--- config.mk ---
export PLATFORM = sky130hd
export DESIGN_NAME = bus_arbiter
export DESIGN_NICKNAME = d
export VERILOG_FILES = /design/src/rtl/bus_arbiter.sv
export SDC_FILE = /design/constraint.sdc
export NUM_CORES = 1
export LEC_CHECK = 0
export CELL_PAD_IN_SITES_DETAIL_PLACEMENT = 1
export CELL_PAD_IN_SITES_GLOBAL_PLACEMENT = 2
export CORE_MARGIN = 2
export CORE_UTILIZATION = 12
export CTS_BUF_LIST = sky130_fd_sc_hd__clkbuf_8
export DETAILED_ROUTE_END_ITERATION = 7
export PLACE_DENSITY = 0.93
export SLEW_MARGIN = 20
export SYNTH_ARGS = -nofsm -noshare
export SYNTH_HDL_FRONTEND = slang
export SYNTH_SLANG_ARGS = --single-unit
--- constraint.sdc ---
create_clock -name i_CLK -period 2.55 [get_ports i_CLK]
set_input_delay 0.255 -clock i_CLK [delete_from_list [all_inputs] [get_ports i_CLK]]
set_output_delay 0.255 -clock i_CLK [all_outputs]
set_load 0.005 [all_outputs]
--- src/rtl/bus_arbiter.sv ---
// Two-master round-robin system bus arbiter: slave chip-enable decode,
// GNT/RDATA return muxing, decode-miss and timeout error termination.
module bus_arbiter #(
    parameter int unsigned TIMEOUT = 255,
    parameter int unsigned TO_W    = 16
) (
    input  logic           i_CLK,
    input  logic           i_RST,
    input  logic           i_M0_REQ,
    input  logic           i_M0_RE,
    input  logic           i_M0_WE,
    input  logic [31:0]    i_M0_ADDR,
    input  logic [31:0]    i_M0_WDATA,
    input  logic [1:0]     i_M0_HB,
    output logic           o_M0_GNT,
    output logic [31:0]    o_M0_RDATA,
    output logic           o_M0_ERR,
    input  logic           i_M1_REQ,
    input  logic           i_M1_RE,
    input  logic           i_M1_WE,
    input  logic [31:0]    i_M1_ADDR,
    input  logic [31:0]    i_M1_WDATA,
    input  logic [1:0]     i_M1_HB,
    output logic           o_M1_GNT,
    output logic [31:0]    o_M1_RDATA,
    output logic           o_M1_ERR,
    output logic           o_S_REQ,
    output logic           o_S_RE,
    output logic           o_S_WE,
    output logic [31:0]    o_S_ADDR,
    output logic [31:0]    o_S_WDATA,
    output logic [1:0]     o_S_HB,
    output logic [4:0]     o_S_CE,
    input  logic [4:0]     i_S_GNT,
    input  logic [159:0]   i_S_RDATA
);

    typedef enum logic {IDLE, ACTIVE} state_e;

    localparam logic [TO_W-1:0] TO_LAST = TO_W'(TIMEOUT - 1);

    state_e          state_q, state_d;
    logic            owner_q, owner_d;
    logic            last_q, last_d;
    logic [TO_W-1:0] cnt_q, cnt_d;

    logic        m0_rq, m1_rq;
    logic        own_req, own_re, own_we, own_rq;
    logic [31:0] own_addr, own_wdata;
    logic [1:0]  own_hb;
    logic [4:0]  dec;
    logic [31:0] sel_rdata;
    logic        hit, to_hit;
    logic        done, err;
    logic [31:0] rdata;

    assign m0_rq = i_M0_REQ & (i_M0_RE | i_M0_WE);
    assign m1_rq = i_M1_REQ & (i_M1_RE | i_M1_WE);

    assign own_req   = owner_q ? i_M1_REQ   : i_M0_REQ;
    assign own_re    = owner_q ? i_M1_RE    : i_M0_RE;
    assign own_we    = owner_q ? i_M1_WE    : i_M0_WE;
    assign own_addr  = owner_q ? i_M1_ADDR  : i_M0_ADDR;
    assign own_wdata = owner_q ? i_M1_WDATA : i_M0_WDATA;
    assign own_hb    = owner_q ? i_M1_HB    : i_M0_HB;
    assign own_rq    = own_req & (own_re | own_we);

    always_comb begin
        case (own_addr[31:28])
            4'h8:    dec = 5'b00001;
            4'h9:    dec = 5'b00010;
            4'hA:    dec = 5'b00100;
            4'hB:    dec = 5'b01000;
            4'hC:    dec = 5'b10000;
            default: dec = 5'b00000;
        endcase
    end

    always_comb begin
        sel_rdata = '0;
        for (int k = 0; k < 5; k++) begin
            if (dec[k]) sel_rdata = i_S_RDATA[32*k +: 32];
        end
    end

    // only the selected slave's grant may complete the access
    assign hit    = |(dec & i_S_GNT);
    assign to_hit = (cnt_q == TO_LAST);

    always_comb begin
        state_d   = state_q;
        owner_d   = owner_q;
        last_d    = last_q;
        cnt_d     = cnt_q;
        done      = 1'b0;
        err       = 1'b0;
        rdata     = '0;
        o_S_REQ   = 1'b0;
        o_S_RE    = 1'b0;
        o_S_WE    = 1'b0;
        o_S_ADDR  = '0;
        o_S_WDATA = '0;
        o_S_HB    = '0;
        o_S_CE    = '0;
        unique case (state_q)
            IDLE: begin
                if (m0_rq && m1_rq) begin
                    owner_d = ~last_q;
                    state_d = ACTIVE;
                end else if (m0_rq || m1_rq) begin
                    owner_d = m1_rq;
                    state_d = ACTIVE;
                end
            end
            ACTIVE: begin
                if (!own_rq) begin
                    state_d = IDLE;
                    cnt_d   = '0;
                end else begin
                    o_S_REQ   = own_req;
                    o_S_RE    = own_re;
                    o_S_WE    = own_we;
                    o_S_ADDR  = {4'h0, own_addr[27:0]};
                    o_S_WDATA = own_wdata;
                    o_S_HB    = own_hb;
                    o_S_CE    = dec;
                    if (dec == 5'b0) begin
                        done = 1'b1;
                        err  = 1'b1;
                    end else if (hit) begin
                        done  = 1'b1;
                        rdata = sel_rdata;
                    end else if (to_hit) begin
                        done   = 1'b1;
                        err    = 1'b1;
                        o_S_CE = '0;
                    end else begin
                        cnt_d = cnt_q + 1'b1;
                    end
                    if (done) begin
                        state_d = IDLE;
                        last_d  = owner_q;
                        cnt_d   = '0;
                    end
                end
            end
        endcase
    end

    assign o_M0_GNT   = done & ~owner_q;
    assign o_M0_ERR   = err & ~owner_q;
    assign o_M0_RDATA = owner_q ? '0 : rdata;
    assign o_M1_GNT   = done & owner_q;
    assign o_M1_ERR   = err & owner_q;
    assign o_M1_RDATA = owner_q ? rdata : '0;

    always_ff @(posedge i_CLK) begin
        if (i_RST) begin
            state_q <= IDLE;
            owner_q <= 1'b0;
            last_q  <= 1'b1;
            cnt_q   <= '0;
        end else begin
            state_q <= state_d;
            owner_q <= owner_d;
            last_q  <= last_d;
            cnt_q   <= cnt_d;
        end
    end

endmodule
==> results of run 1 <==
## metal layers
layer / track usage (%) / vias to the layer above
li1: - / 2761
met1: 17.7 / 2789
met2: 32.0 / 306
met3: 4.15 / 35
met4: 3.06 / 8
met5: 0 / -
## state kept, by name, summed over array words and instances, names as in the netlist
name and flops:
owner_q 1, state_q 1, last_q 1, cnt_q 16
## cells in the final DEF (no fill, tap or decap), drive strengths merged, types with 18 or more instances in the layout
cell type      synthesis  routed
nand3                 18      18
buf                   23     159
dfxtp                 19      19
nor2                 142     142
mux4                  32      32
clkbuf                22      38
nand2                 20      20
a22oi                 32      32
clkdlybuf4s50          0     357
mux2i                 66      66
## how the worst max path moves through the flow
| stage | startpoint | depth (start not counted) | slack [ns] | end |
|---|---|---|---|---|
| 6_report | owner_q | 8 | -0.14 | o_M0_RDATA[29] |
| 4_1_cts | owner_q | 7 | -0.32 | o_M0_RDATA[22] |
| 3_3_place_gp | i_M1_ADDR[28] | 10 | -0.61 | o_S_CE[1] |
| 2_1_floorplan | owner_q | 7 | 0.31 | o_M0_RDATA[10] |
| 5_1_grt | owner_q | 10 | -0.21 | o_M0_RDATA[8] |
| 3_5_place_dp | i_M1_ADDR[28] | 10 | -0.61 | o_S_CE[1] |
## power by group
| part | switching (mW) | internal (mW) | leakage [nW] |
|---|---|---|---|
| Sequential | 0.00574 | 0.301 | 0.154 |
| Clock | 0.105 | 0.107 | 0.0269 |
| Combinational | 0.575 | 0.965 | 3.57 |
| Total | 0.686 | 1.37 | 3.75 |
## cells in the mapped netlist, types with 2 or more instances
library cell,instances
clkbuf_1,22
nand3_1,18
or2_2,2
a22oi_1,32
nand4b_1,2
inv_1,9
mux2i_1,65
a32oi_1,3
nor2_1,142
a21oi_1,11
and4_1,2
buf_6,2
dfxtp_1,19
nand2_1,20
o21ai_0,9
buf_1,3
ha_1,2
nand4_1,4
nor4_1,2
nor3_1,4
buf_4,5
buf_2,13
o22ai_1,2
and3_1,3
or3_1,9
nor3b_1,2
mux4_2,32
xor2_1,3
## cell type report
| type | count | share of cell area, % |
|---|---|---|
| antenna | 3 | 0.0764 |
| inverter | 9 | 0.344 |
| multi-input combinational | 395 | 34.6 |
| sequential | 19 | 3.91 |
| clock buffer | 3 | 0.420 |
| tap | 390 | 4.96 |
| timing repair buffer | 567 | 55.6 |
| clock inverter | 1 | 0.0382 |
## worst max-delay path, delay by kind of cell (launching register included)
kind / cells / cell delay (ns)
buffers and inverters: 4 / 0.64
and+or+nand+nor: 1 / 0.03
muxes: 2 / 0.84
AOI/OAI and AO/OA: 1 / 0.26
DFF: 1 / 0.40
## kinds of logic (layout without fill, tap and decap cells)
logic type / Yosys count / count (layout) / share of synthesized area [%]
other cells: 1 / 7 / 0.105
mux: 100 / 100 / 39.4
compound gates: 68 / 68 / 14.0
fa+ha+maj: 2 / 2 / 0.698
buf+inv: 54 / 580 / 7.05
flops: 19 / 19 / 10.6
xor+xnor: 3 / 3 / 0.733
simple gates: 218 / 218 / 27.4
## through the flow
step / hold slack, ns / worst slack, ns / utilization, % / setup TNS, ns
floorplan: 0.324 / 0.315 / - / 0
global placement: 0.479 / -0.610 / 30.3 / -38.02
finish: 0.493 / -0.136 / 33.3 / -2.06
CTS: 0.503 / -0.318 / 32.1 / -7.10
global route: 0.539 / -0.206 / 33.2 / -9.41
detailed placement: 0.478 / -0.613 / 30.3 / -41.27
## repair_timing
action,in CTS,in global routing
setup buffers,30,28
pin swaps,22,46
setup endpoints to repair,137,103
gates resized for setup,258,153
cloned,2,4
==> run metrics, run 1 <==
DP Area between 8000 and 9000 um2; met2 wire length around 15000 um; post-route insts no fill 1387; Post-synth EDFFs 0; total design power ~2.1 mW; share of cells above drive strength 1 around a third; area of the multi-input gates about 3400 um2; mean post-synth cell area 7.71 um2; number of H-tree levels 1; # hold bufs at CTS 0; Most used DFF post-synth dfxtp_1; first-pass GRT wire length between 30000 and 40000 um; failing checks negative setup slack; Worst-Skew Late Latency about 0.26 ns; die span in y approximately 180 um; Core Region ~30000 um2; max cap viols 0; hold depth 2; fin nets 1302; crit-path cells mux2i_4, buf_12, buf_12, mux4_2, a22oi_2, buf_4, nor2_1, buf_2; top layer in use met5; Top cell by count, worst path buf_12; final hold vios 0; hold path startpoint cnt_q[7]; FFs w/ async S/R, synth 0%; Worst R2R Start owner_q; antenna violations before repair 8; worst min path class reg2reg; Starting DRT DRC Count ~170; cell taking the most area after synthesis mux4_2; Hold Path End cnt_q[7]; max incr delay on CP roughly 0.5 ns; vias in the first global route slightly above 6000; CTS Buf Count 3; number of routed nets with antenna violations 0; routability cong. around 0.83; total routed wirelength 29100 um; grt total ovfl 0; total track usage between 10% and 20%; Pre-antenna DRT Iters 4; Final HPWL DP 23400 um; largest net degree at the start of global routing 56; vias roughly 5900; final worst-path setup slack -0.136 ns; Area contributors post-synth mux4_2, mux2i_1, nor2_1; r2r setup slk roughly 0.030 ns; fin crit period roughly 2.7 ns; fin crit share 105%; worst path required time 2.30 ns; R2R cell count 12; die span in x 177 um; CP Launch Type flop; final setup fails 43; Fmax achieved ~370 MHz; fill count around 3400; CTS clock-pin slew for the worst setup and hold paths approximately 0.07 ns; Leakage Power between 3 and 4 nW; Setup crit end kind primary output; WL met3 approximately 2300 um; Worst Skew 0.00173 ns; area grow syn2layout 174%; Seq cells post-synth 19; critical path class reg2out; buffers added on ports between 400 and 500; Yosys Warn Count 0; vias per inst ~4.3; R2R Path End cnt_q[8]; Post-Layout Inst Area between 9000 and 10000 um2; register area share after synthesis about a tenth; Clock Tree Root clkbuf_8; outcome complete, but fails checks; CTS tree yes; clk buf depth 2; routed metal-1 wirelength approximately 11000 um; I/O pin total roughly 450; Max IR drop VDD 0.139 mV; DRC violations left 0; Reg area around 380 um2; Mapped Cells 465; num rows 63; dpl cells around 1300; setup repair after global routing missed its margin true; crit-path max FO 8; Arrival @ worst endpoint between 2 and 2.5 ns; Cell Pwr Density around 210 nW/um2; slowest stage cell, crit path mux4_2; Slew Viols, Final 0; die footprint roughly 31000 um2; Initial Util 12.1%; Post-Syn Area 3580 um2; Avg WL per Cell between 20 and 25 um; Yosys top cell area share slightly above 20%; post-synth cell types between 50 and 60; CTS Sinks 19
Note: power is estimated with default switching activity, not from simulation.
==> inputs of run 2 (changes only) <==
--- a/config.mk
+++ b/config.mk
@@ -7,11 +7,12 @@
 export LEC_CHECK = 0
 export CELL_PAD_IN_SITES_DETAIL_PLACEMENT = 1
 export CELL_PAD_IN_SITES_GLOBAL_PLACEMENT = 2
-export CORE_MARGIN = 2
-export CORE_UTILIZATION = 12
+export CORE_AREA = 2 2 172 174
 export CTS_BUF_LIST = sky130_fd_sc_hd__clkbuf_8
 export DETAILED_ROUTE_END_ITERATION = 7
-export PLACE_DENSITY = 0.93
+export DIE_AREA = 0 0 174 176
+export DONT_BUFFER_PORTS = 1
+export PLACE_DENSITY = 0.51
 export SLEW_MARGIN = 20
 export SYNTH_ARGS = -nofsm -noshare
 export SYNTH_HDL_FRONTEND = slang
==> run 2 against run 1 <==
  * The flow still finishes with violations (negative setup slack)
  * Clock skew about the same
  * Cell count down 35%
  * Utilization down 15 points
  * Setup slack better by 0.037 ns
  * Via count down 31%
  * Sequential power about the same
  * Global-route usage down 2.2 points
  * Die area down 2.0%
  * Register-to-register slack better by 0.08 ns
  * Clock-buffer cell count unchanged
  * Largest cell class is now multi-input gates
  * Highest routed layer unchanged
==> run metrics, run 2 (synthesis results as in run 1) <==
outcome complete, but fails checks; failing checks negative setup slack; first-pass GRT wire length 31200 um; crit-path max FO 5; clk buf depth 2; Final HPWL DP ~20000 um; Initial Util between 10% and 20%; CP Launch Type flop; Setup crit end kind primary output; Clock Tree Root clkbuf_8; CTS clock-pin slew for the worst setup and hold paths roughly 0.08 ns; number of H-tree levels 1; Core Region 28500 um2; # hold bufs at CTS 0; DRC violations left 0; Reg with most FFs cnt_q; num rows 62; final hold vios 0; area grow syn2layout 49.0%; max reg flops 16; fin nets a little over 800; CTS tree yes; vias per inst about 4.5; most frequent cells in the layout nor2_1, mux2i_1, buf_4; Leakage Power roughly 1.7 nW; Arrival @ worst endpoint 2.39 ns; vias between 4000 and 5000; post-route insts no fill between 900 and 1000; post-route core utilization roughly a fifth; Max IR drop VDD ~0.13 mV; met2 wire length 13000 um; slowest stage cell, crit path mux4_2; total routed wirelength about 24000 um; Slew Viols, Final 0; worst setup path endpoint o_M0_RDATA[24]; max incr delay on CP approximately 0.5 ns; max_slew headroom approximately half; Fmax achieved between 300 and 400 MHz; final worst-path setup slack -0.0991 ns; Cell Pwr Density roughly 250 nW/um2; share of cells above drive strength 1 about two fifths; Worst Skew 0.00163 ns; worst path required time 2.30 ns; WHS 0.0571 ns; number of routed nets with antenna violations 0; fill count around 3400; Top cell by count, worst path buf_12; Worst Path Buf+Inv 5; final setup fails 28; R2R cell count 10; total track usage roughly 14%; top layer in use met5; grt total ovfl 0; I/O pin total 447; routed metal-1 wirelength around 8600 um; Critical Path Start owner_q; CTS Sinks 19; buffers added on ports 0; vias in the first global route 4095; Worst-Skew Late Latency 0.26 ns; setup repair after global routing missed its margin true; die span in y approximately 180 um; Post-Layout Inst Area roughly 5300 um2; Pre-antenna DRT Iters 4; dpl cells 861; DP Area between 4000 and 5000 um2; Worst R2R Start owner_q; WL met3 1890 um; fin crit period around 2.6 ns; crit-path cells mux2i_4, buf_4, buf_12, buf_12, buf_12, mux4_2, a22oi_2, nor2_1, buf_4; antenna violations before repair 10; CTS Buf Count 3; r2r setup slk approximately 0.11 ns; commonest non-fill, non-tap cell in the layout nor2_1; critical path class reg2out; Avg WL per Cell roughly 27 um; worst min path class in2reg; Top delay family on crit path multiplexers; fin crit share 104%; largest net degree at the start of global routing 68; routability cong. a little under 0.8; Starting DRT DRC Count 156; die span in x 174 um; CP Depth 9; R2R Path End cnt_q[15]; die footprint 30600 um2; max cap viols 0; Slew @ Worst Pin 0.768 ns
## run 2: metal layers
layer,vias to the layer above,GRT usage (%)
li1,1811,-
met1,1947,15.5
met2,309,27.2
met3,26,3.34
met4,6,4.20
met5,-,0
## run 2: layout make-up
cell class,instances,area [um2],share of cell area [%]
Timing Repair Buffer,85,1010,18.9
Antenna cell,7,17.5,0.328
Sequential cell,19,384,7.20
Inverter,9,33.8,0.633
Tap cell,384,480,9.00
Clock inverter,1,3.75,0.0703
Clock buffer,3,41.3,0.774
Multi-Input combinational cell,395,3370,63.1
## run 2: how the worst min path moves through the flow
stage	start	end	slack [ns]	cells after the start
finish	i_RST	state_q	0.06	1
global route	i_RST	state_q	0.04	1
CTS	i_RST	state_q	0.05	1
detailed placement	i_RST	state_q	0.33	1
global placement	i_RST	state_q	0.33	1
floorplan	i_RST	owner_q	0.32	1
## run 2: what timing repair did
item                                    4_1_cts  5_1_grt
cloned                                        3        2
endpoints found under the setup margin       52       61
pin swaps                                    10       22
resized for setup                            73       52
setup buffers                                18        9
## run 2: stage by stage
step / worst slack (ns) / setup TNS (ns) / power [mW]
floorplan: 0.315 / 0 / 0.796
global placement: -0.141 / -0.205 / 0.968
detailed placement: -0.164 / -0.270 / 0.971
CTS: -0.0897 / -1.57 / 1.31
global route: -0.161 / -5.86 / 1.42
finish: -0.0991 / -1.15 / 1.34
## run 2: report_power, final
group          internal [mW]  leakage [nW]  switching [mW]
clock network          0.107        0.0269           0.108
logic                  0.388          1.47           0.425
registers              0.301         0.154         0.00717
==> inputs of run 3 (changes only) <==
--- a/config.mk
+++ b/config.mk
@@ -13,6 +13,8 @@
 export DIE_AREA = 0 0 174 176
 export DONT_BUFFER_PORTS = 1
 export PLACE_DENSITY = 0.51
+export SETUP_SLACK_MARGIN = 0.02
+export SKIP_LAST_GASP = 1
 export SLEW_MARGIN = 20
 export SYNTH_ARGS = -nofsm -noshare
 export SYNTH_HDL_FRONTEND = slang
==> run 3 against run 2 <==
  * The flow still finishes with violations (negative setup slack)
  * Setup slack improved by 0.014 ns
  * Cell count rose by 1.2%
  * Combinational power barely moved
  * First-iteration DRC count fell by 2.6%
  * Register-to-register slack improved by 0.04 ns
  * Non-clock buffer count rose by 9
  * Design area rose by 2.4%
  * Clock skew rose by 0.0013 ns
  * Utilization rose by 0.46 points
  * Global-route usage rose by 0.064 points
  * Sequential power barely moved
  * Die area did not move
==> run metrics, run 3 (synthesis results as in run 1) <==
antenna violations before repair 11; DP Area 4350 um2; fin crit period ~2.6 ns; die footprint between 30000 and 40000 um2; Max IR drop VDD ~0.13 mV; total design power 1.33 mW; vias per inst between 4 and 5; CTS clock-pin slew for the worst setup and hold paths approximately 0.080 ns; Slew @ Worst Pin between 0.7 and 0.8 ns; R2R cell count 9; clk buf depth 2; post-route core utilization 19.2%; Slew Viols, Final 0; routability cong. ~0.78; worst min path class in2reg; fin crit share 103%; worst path required time around 2.3 ns; met3 Resource Use GR around 3.4%; buffers added on ports 0; worst setup path endpoint o_M0_RDATA[17]; Initial Util 12.6%; vias in the first global route between 4000 and 5000; crit-path max FO 13; vias ~4100; setup_tns -1.21 ns; Reg with most FFs cnt_q; area grow syn2layout 52.6%; fin nets 829; CTS Sinks 19; Fmax achieved around 380 MHz; most frequent cells in the layout nor2_1, mux2i_1, buf_4; number of H-tree levels 1; met2 GRT Util 26.6%; Clock Tree Root clkbuf_8; grt total ovfl 0; max cap viols 0; critical path class reg2out; die span in x 174 um; Setup crit end kind primary output; Worst Skew 0.00293 ns; die span in y 176 um; commonest non-fill, non-tap cell in the layout nor2_1; max_slew headroom around half; num rows 62; final setup fails 34; slowest stage cell, crit path mux4_2; Pre-antenna DRT Iters 4; max reg flops 16; CTS Buf Count 3; grt met1 use about 15%; CP Depth 9; CP Launch Type flop; first-pass GRT wire length between 30000 and 40000 um; Starting DRT DRC Count approximately 150; Avg WL per Cell roughly 27 um; total routed wirelength 24500 um; final worst-path setup slack -0.0851 ns; total track usage about 14%; share of cells above drive strength 1 between 40% and 50%; largest net degree at the start of global routing slightly below 70; Core Region between 20000 and 30000 um2; outcome complete, but fails checks; Cell Pwr Density approximately 240 nW/um2; Final HPWL DP 19700 um; final hold vios 0; Worst Path Buf+Inv 5; crit-path cells mux2i_4, buf_4, buf_6, buf_16, buf_4, mux4_2, a22oi_2, nor2_4, buf_6; CTS tree yes; WHS between 0.05 and 0.06 ns; Most Crowded Layer GR met2; Arrival @ worst endpoint about 2.4 ns; number of routed nets with antenna violations 0; R2R Path End cnt_q[12]; DRC violations left 0; Worst-Skew Late Latency around 0.26 ns; max incr delay on CP ~0.5 ns; setup repair after global routing missed its margin true; Post-Layout Inst Area about 5500 um2; Leakage Power roughly 1.7 nW; Top delay family on crit path multiplexers; Worst R2R Start owner_q; r2r setup slk 0.15 ns; failing checks negative setup slack; I/O pin total around 450; Critical Path Start owner_q
## run 3: changes by cell type in the layout (fill, tap and decap cells not counted), sizes merged
cell / delta
diode: +2
clkbuf: -1
buf: +10
## run 3: what timing repair did
action	4_1_cts	5_1_grt
resized for setup	69	81
pin swaps	10	25
setup endpoints to repair	57	94
gates cloned	4	1
setup buffers	18	19
hold buffers	0	0
hold endpoints to repair	0	0
## run 3: worst min-delay path by stage
stage                     startpoint      end  slack [ns]  cells past startpoint
after floorplan                i_RST  owner_q        0.32                      1
after global placement         i_RST  state_q        0.33                      1
after detailed placement       i_RST  state_q        0.33                      1
after CTS                      i_RST  state_q        0.05                      1
after global routing           i_RST  state_q        0.04                      1
final                          i_RST  state_q        0.06                      1
## run 3: metal layers
| metal | routed length [um] | up-vias |
|---|---|---|
| met2 | 13100 | 293 |
| met3 | 1910 | 28 |
| li1 | - | 1827 |
| met1 | 8780 | 1984 |
| met4 | 647 | 4 |
| met5 | 27 | - |
## run 3: cell type report
type | count | area, um2
antenna | 9 | 22.5
fill | 3388 | 23100
multi-input combinational | 395 | 3430
tap | 384 | 480
sequential | 19 | 384
clock buffer | 3 | 41.3
timing repair buffer | 94 | 1070
inverter | 9 | 33.8
clock inverter | 1 | 3.75
## run 3: power by group
part	internal, mW	switching [mW]
registers	0.301	0.00723
logic	0.379	0.431
clock network	0.107	0.108
total	0.788	0.546
## run 3: worst reg2reg max path, delay by kind of cell (launching register included)
family / cells / cell delay (ns)
buffers and inverters: 3 / 0.41
flip-flops: 1 / 0.39
multiplexers: 2 / 0.60
AND/OR/NAND/NOR: 3 / 0.70
AO/OA/AOI/OAI: 1 / 0.25
## run 3: per-stage QoR
step / cells / setup slack, ns
floorplan: 468 / 0.315
global placement: 861 / -0.141
detailed placement: 861 / -0.164
CTS: 886 / -0.0811
global route: 913 / -0.177
finish: 914 / -0.0851
